`config.mk`:
```
export PLATFORM = sky130hd
export DESIGN_NAME = enemy_spawner
export DESIGN_NICKNAME = d
export VERILOG_FILES = /design/src/rtl/enemy_pkg.sv /design/src/rtl/lfsr16.sv /design/src/rtl/enemy_spawner.sv
export SDC_FILE = /design/constraint.sdc
export NUM_CORES = 1
export LEC_CHECK = 0
export ABC_AREA = 0
export BUFFER_PORTS_ARGS = -buffer_cell sky130_fd_sc_hd__buf_4
export CAP_MARGIN = 30
export CORE_UTILIZATION = 55
export CTS_BUF_LIST = sky130_fd_sc_hd__clkbuf_16
export CTS_CLUSTER_DIAMETER = 80
export DETAILED_ROUTE_END_ITERATION = 12
export GPL_ROUTABILITY_DRIVEN = 1
export PLACE_DENSITY_LB_ADDON = 0.1
export SYNTH_ARGS = -nofsm -noshare
export SYNTH_HDL_FRONTEND = slang
export SYNTH_SLANG_ARGS = --single-unit
```
`constraint.sdc`:
```
create_clock -name frame_clk -period 2.5 [get_ports frame_clk]
set_clock_uncertainty 0.1 [all_clocks]
set_input_delay 0.5 -clock frame_clk [delete_from_list [all_inputs] [get_ports frame_clk]]
set_output_delay 0.5 -clock frame_clk [all_outputs]
set_load 0.01 [all_outputs]
```
`src/rtl/enemy_pkg.sv`:
```
// enemy_pkg: shared screen geometry, control-word layout and spawner state encoding.
package enemy_pkg;
    localparam int SCREEN_W = 640;
    localparam int SCREEN_H = 480;
    localparam int START_LSB = 0;
    localparam int START_W = 10;
    localparam int FLIP_BIT = 10;
    localparam int SPEED_LSB = 11;
    localparam int SPEED_W = 2;
    localparam logic [15:0] LFSR_TAPS = 16'hB400;

    typedef logic [15:0] ctrl_word_t;
    typedef enum logic [1:0] {IDLE, RAMP, RUN} spawn_state_t;

    function automatic ctrl_word_t make_word(input logic [1:0] lvl, input logic [10:0] rnd);
        return {3'b000, lvl, rnd[FLIP_BIT], rnd[START_W-1:0]};
    endfunction
endpackage

```
`src/rtl/lfsr16.sv`:
```
// lfsr16: 16-bit right-shifting Galois LFSR; a zero seed is replaced by 1 so it never locks up.
module lfsr16 import enemy_pkg::*; #(
    parameter logic [15:0] SEED = 16'hACE1
) (
    input  logic        frame_clk,
    input  logic        rst,
    input  logic        adv,
    output logic [15:0] q,
    output logic [15:0] q_nx
);
    localparam logic [15:0] INIT = (SEED == 16'h0000) ? 16'h0001 : SEED;

    assign q_nx = {1'b0, q[15:1]} ^ (q[0] ? LFSR_TAPS : 16'h0000);

    always_ff @(posedge frame_clk or negedge rst)
        if (!rst) q <= INIT;
        else if (adv) q <= q_nx;
endmodule

```
`src/rtl/enemy_spawner.sv`:
```
// enemy_spawner: staggers enemy releases, refreshes control words round-robin from an LFSR
// and raises the difficulty level on a frame timer.
module enemy_spawner import enemy_pkg::*; #(
    parameter int N_ENEMIES = 4,
    parameter int SPAWN_INTERVAL = 60,
    parameter int LEVEL_FRAMES = 600,
    parameter logic [15:0] LFSR_SEED = 16'hACE1
) (
    input  logic                   frame_clk,
    input  logic                   rst,
    input  logic                   run,
    input  logic                   pause,
    output logic [16*N_ENEMIES-1:0] enemy_control,
    output logic [N_ENEMIES-1:0]   enemy_en,
    output logic [1:0]             level,
    output logic                   all_released
);
    localparam int CW = $clog2(SPAWN_INTERVAL + 1);
    localparam int LW = $clog2(LEVEL_FRAMES + 1);

    spawn_state_t state, state_nx;
    logic [CW-1:0] cnt, cnt_nx;
    logic [LW-1:0] ltmr, ltmr_nx;
    logic [3:0] rel, rel_nx, rr, rr_nx, ld_idx;
    logic [1:0] level_nx;
    logic [N_ENEMIES-1:0] mask, mask_nx;
    logic [16*N_ENEMIES-1:0] ctrl_nx;
    logic all_nx, adv, ld, lvl_step;
    logic [15:0] lfsr_q, lfsr_nx;
    ctrl_word_t word;
    logic [20:0] unused_bits;

    lfsr16 #(.SEED(LFSR_SEED)) u_lfsr (
        .frame_clk(frame_clk),
        .rst(rst),
        .adv(adv),
        .q(lfsr_q),
        .q_nx(lfsr_nx)
    );

    assign unused_bits = {lfsr_q, lfsr_nx[15:11]};
    assign word = make_word(level, lfsr_nx[10:0]);
    assign enemy_en = pause ? '0 : mask;
    assign lvl_step = (ltmr == LW'(LEVEL_FRAMES - 1));

    always_comb begin
        state_nx = state;
        cnt_nx = cnt;
        ltmr_nx = ltmr;
        level_nx = level;
        rel_nx = rel;
        rr_nx = rr;
        mask_nx = mask;
        all_nx = all_released;
        ctrl_nx = enemy_control;
        adv = 1'b0;
        ld = 1'b0;
        ld_idx = 4'd0;
        if (!run) begin
            state_nx = IDLE;
            cnt_nx = '0;
            ltmr_nx = '0;
            level_nx = 2'd0;
            rel_nx = 4'd0;
            rr_nx = 4'd0;
            mask_nx = '0;
            all_nx = 1'b0;
            ctrl_nx = '0;
        end else if (state == IDLE || !pause) begin
            // The start edge counts as the first active frame for the level timer.
            adv = 1'b1;
            ltmr_nx = lvl_step ? '0 : ltmr + 1'b1;
            level_nx = (lvl_step && level != 2'd3) ? level + 2'd1 : level;
            if (state == IDLE) begin
                ld = 1'b1;
                rel_nx = 4'd1;
                state_nx = (N_ENEMIES == 1) ? RUN : RAMP;
                all_nx = (N_ENEMIES == 1);
            end else if (state == RAMP) begin
                cnt_nx = (cnt == CW'(SPAWN_INTERVAL - 1)) ? '0 : cnt + 1'b1;
                if (cnt == CW'(SPAWN_INTERVAL - 1)) begin
                    ld = 1'b1;
                    ld_idx = rel;
                    rel_nx = rel + 4'd1;
                    if (rel == 4'(N_ENEMIES - 1)) begin
                        state_nx = RUN;
                        all_nx = 1'b1;
                    end
                end
            end else begin
                ld = 1'b1;
                ld_idx = rr;
                rr_nx = (rr == 4'(N_ENEMIES - 1)) ? 4'd0 : rr + 4'd1;
            end
            for (int k = 0; k < N_ENEMIES; k++)
                if (ld && ld_idx == 4'(k)) begin
                    ctrl_nx[16*k +: 16] = word;
                    mask_nx[k] = 1'b1;
                end
        end
    end

    always_ff @(posedge frame_clk or negedge rst)
        if (!rst) begin
            state <= IDLE;
            cnt <= '0;
            ltmr <= '0;
            level <= 2'd0;
            rel <= 4'd0;
            rr <= 4'd0;
            mask <= '0;
            all_released <= 1'b0;
            enemy_control <= '0;
        end else begin
            state <= state_nx;
            cnt <= cnt_nx;
            ltmr <= ltmr_nx;
            level <= level_nx;
            rel <= rel_nx;
            rr <= rr_nx;
            mask <= mask_nx;
            all_released <= all_nx;
            enemy_control <= ctrl_nx;
        end
endmodule

```
==> results.md <==
Min path:
- The type of the worst min-delay path is input port to async pin.

Finish:
- For this run, the post-layout net count is 509.
- The number of filler cells placed in the layout is 642.
- The library cells used most frequently in the layout, excluding fill and tap cells, are sky130_fd_sc_hd__dfrtp_1 (92), sky130_fd_sc_hd__nand2_1 (84), sky130_fd_sc_hd__buf_4 (71).
- The final standard cell area without fillers is 5590 um^2.
- For this run, the share of the core covered by cells in the final layout is about two thirds.
- The share of cells above drive strength 1 is about 25%.
- Relative to the synthesized area, the layout overhead comes to 18.6%.
- Leaving out fill and tap cells, the most frequent cell in the layout is sky130_fd_sc_hd__dfrtp_1.
- The repair_antennas step left the layout with diodes totalling 0.

Detailed routing:
- The final route contains around 3.4k vias.
- In this run the remaining antenna-violating nets after routing total 0.
- In the routed layout, each cell is associated on average with a via count of 5.60.
- The number of detailed-route iterations in the first pass is 4.
- The wire length per cell after detailed routing is 15.9 um.
- The final layout contains routed wiring with a total length of 9710 um.
- The remaining routing DRC violations is 0.
- The first routing iteration left 166 violations.

Placed design:
- The instance area at placement is between 5000 and 6000 um^2.
- The placer congestion estimate is 0.959.
- During placement, the flow inserted port buffers numbering 62.
- The post-detailed-placement half-perimeter wirelength is 6650 um.
- The pre-CTS worst setup slack is 228 ps.

Floorplanning:
- The effective utilization at floorplan is 57.0%.
- The count of pins on the block boundary is 75.
- The number of standard-cell rows in the floorplan is 33.
- The die boundary height is 94.5 um.
- The die covers 8940 um^2.
- The placeable core region is 8260 um^2.
- The die width is 94.5 um.

Clock tree:
- The number of hold buffers added after CTS is 0.
- In this run the number of H-tree levels came out at 3.
- The clock sink count is 100.
- Post-CTS timing repair inserted 0 buffers for setup.
- The number of gates resized after CTS was 0.
- The clock-pin slew on the worst setup and hold paths is 70 ps.
- The root buffer cell is sky130_fd_sc_hd__clkbuf_16.
- The CTS tree is built.
- The number of clock buffers added by TritonCTS is 9.
- No sink is reached through more buffers than the 2 on the longest clock path.
- For the worst-skew pair, the clock arrives at the later sink with an insertion delay of 340 ps.

Critical path:
- The worst setup path is captured at a register.
- The sort of element at the start of the critical path is a register.
- In this run the worst setup path begins at cnt[0]$_DFFE_PN0P_.
- The critical path goes through ha_1 -> and4b_1 -> and4_4 -> o32ai_4 -> nand2_4 -> buf_4 -> mux2i_1.
- The data required time of the worst path is approximately 2600 ps.
- The beginning of the worst register-to-register path is cnt[0]$_DFFE_PN0P_.
- By startpoint and endpoint, the worst setup path is classified as register to register.
- In this design, the stage delay of the slowest critical-path cell is ~420 ps.
- The largest individual stage delay along the critical path comes from the cell sky130_fd_sc_hd__dfrtp_1.
- The maximum net fanout on the critical path is 9.
- The critical path arrival is 2420 ps.

Power and ir drop:
- The post-route total power is about 3.8 mW.
- Power spread over the standard cell area amounts to 678 nW/um^2.
- The worst-case IR drop observed on VDD is 492 uV.
- Summed over all cells, the static leakage comes to 2.77 nW.

Global route:
- The largest net degree at the start of global routing is between 70 and 80.
- The final global-route overflow total is 0.
- For this run, the total global-route usage over all layers was measured as 23.4%.
- The global-route wire length before repair is 16100 um.
- The number of antenna violations at the first check in global routing is 0.
- The number of global-route vias before repair is 3246.

Synth:
- The netlist area before placement is 4710 um^2.
- After synthesis, the share of flip-flops with an asynchronous set or reset is 100%.
- The mean instance size in the synthesized netlist is 10.8 um^2.
- In this run, distinct cell masters in the synthesized netlist total 54.
- For this run, the register share of the synthesized area comes to 53.3%.
- Among all flip-flop cells after synthesis, the most frequent one is sky130_fd_sc_hd__dfrtp_1.
- The number of warnings issued by yosys is 0.
- The cell count after synthesis is 437.
- The synthesis-stage register bit count is 100.
- Counting flops with a built-in enable in the synthesized netlist gives 0.

Timing:
- Once routing completed, OpenROAD measured the worst setup slack at just under 200 ps.
- Setup repair after global routing left no endpoint under its margin.
- The accumulated negative setup slack is 0 ps.
- The number of slew-limit violations in the final report is 0.
- The hold violation total from the final report is 0.
- The final setup violation count is 0.
- The highest attainable clock frequency is between 400 and 500 MHz.
- Of the available clock period, the critical path in the final layout requires 92.3%.
- The worst path in the final design needs a cycle of 2310 ps, including I/O delays and setup.

Run status:
- The run finished with clean final reports.

Run:
- The number of maximum-capacitance constraint violations is 0.
## through the flow
stage	hold slack, ps	std cells
finish	8.98	610
floorplan	104	448
detailed placement	372	594
global route	44.1	610
CTS	17.2	610
global placement	357	594
## registers in the layout, indices dropped and copies added (netlist names), 2 cells and up
name / cells
cnt: 6
ltmr: 10
mask: 4
rr: 4
level: 2
rel: 4
enemy_control: 52
u_lfsr.q: 16
## critical path, delay by kind of cell, from the launching register on
| family | cells | cell delay (ps) |
|---|---|---|
| simple gates | 3 | 690 |
| flops | 1 | 420 |
| compound gates | 1 | 380 |
| fa+ha+maj | 1 | 250 |
| buf+inv | 1 | 220 |
| mux | 1 | 120 |
## final timing paths
path                                                 endpoint  slack [ps]  cells after the start
worst max register to register  enemy_control[59]$_DFFE_PN0P_         190                      7
max in group asynchronous            u_lfsr.q[10]$_DFFE_PN1P_        1550                      2
worst min-delay path                       cnt[5]$_DFFE_PN0P_           9                      1
min in group frame_clk               u_lfsr.q[12]$_DFFE_PN0P_         380                      2
worst min register to register       u_lfsr.q[12]$_DFFE_PN0P_         380                      2
worst max-delay path            enemy_control[59]$_DFFE_PN0P_         190                      7
## synth_stat cells, drive strengths merged (2+ instances only)
cell	n	area, um^2
a21boi	7	52.6
a21oi	10	50.1
a31oi	7	43.8
a32o	2	20.0
a41oi	3	26.3
and2	6	37.5
and3	3	18.8
buf	21	156
clkbuf	12	45.0
dfrtp	92	2300
dfstp	8	210
ha	5	62.6
inv	4	15.0
mux2	13	146
mux2i	51	510
nand2	86	338
nand2b	2	12.5
nand3	11	55.1
nand4	4	25.0
nand4b	2	17.5
nor2	23	91.3
nor2b	9	56.3
nor3	2	10.0
nor4	3	25.0
o21a	4	30.0
o21ai	14	70.1
o22ai	2	12.5
o31ai	2	15.0
or2	3	18.8
or3	3	18.8
xnor2	7	61.3
## kinds of logic (layout without fill, tap and decap cells)
| kind of cell | count (synthesis) | count (layout) | share of synthesized area (%) |
|---|---|---|---|
| other cells | 1 | 12 | 0.0796 |
| mux | 64 | 64 | 13.9 |
| xor+xnor | 8 | 8 | 1.49 |
| compound gates | 58 | 58 | 8.48 |
| buf+inv | 37 | 94 | 4.60 |
| fa+ha+maj | 5 | 5 | 1.33 |
| simple gates | 164 | 164 | 16.7 |
| flops | 100 | 100 | 53.3 |
## final cells by class
cell class,instances,area (um^2),area share [%]
Sequential cell,100,2510,45.0
Inverter,4,15.0,0.269
Tap cell,105,131,2.35
Clock inverter,7,86.3,1.55
Timing Repair Buffer,74,593,10.6
Clock buffer,9,225,4.03
Multi-Input combinational cell,311,2020,36.2
## routing by layer
layer | GRT usage [%] | part of all wire (%) | up-vias
met4 | 6.82 | 1.1 | 0
li1 | - | - | 1610
met3 | 4.67 | 4.1 | 12
met1 | 32.6 | 46 | 1700
met5 | 0 | 0 | -
met2 | 37.3 | 48 | 93
## report_power, final
part           leakage (nW)  internal [mW]  switching, mW
Combinational          1.27          0.208          0.241
Clock                 0.147          0.793          0.633
Sequential             1.35           1.80          0.108
Total                  2.77           2.80          0.982
(Power assumes the default switching activity.)
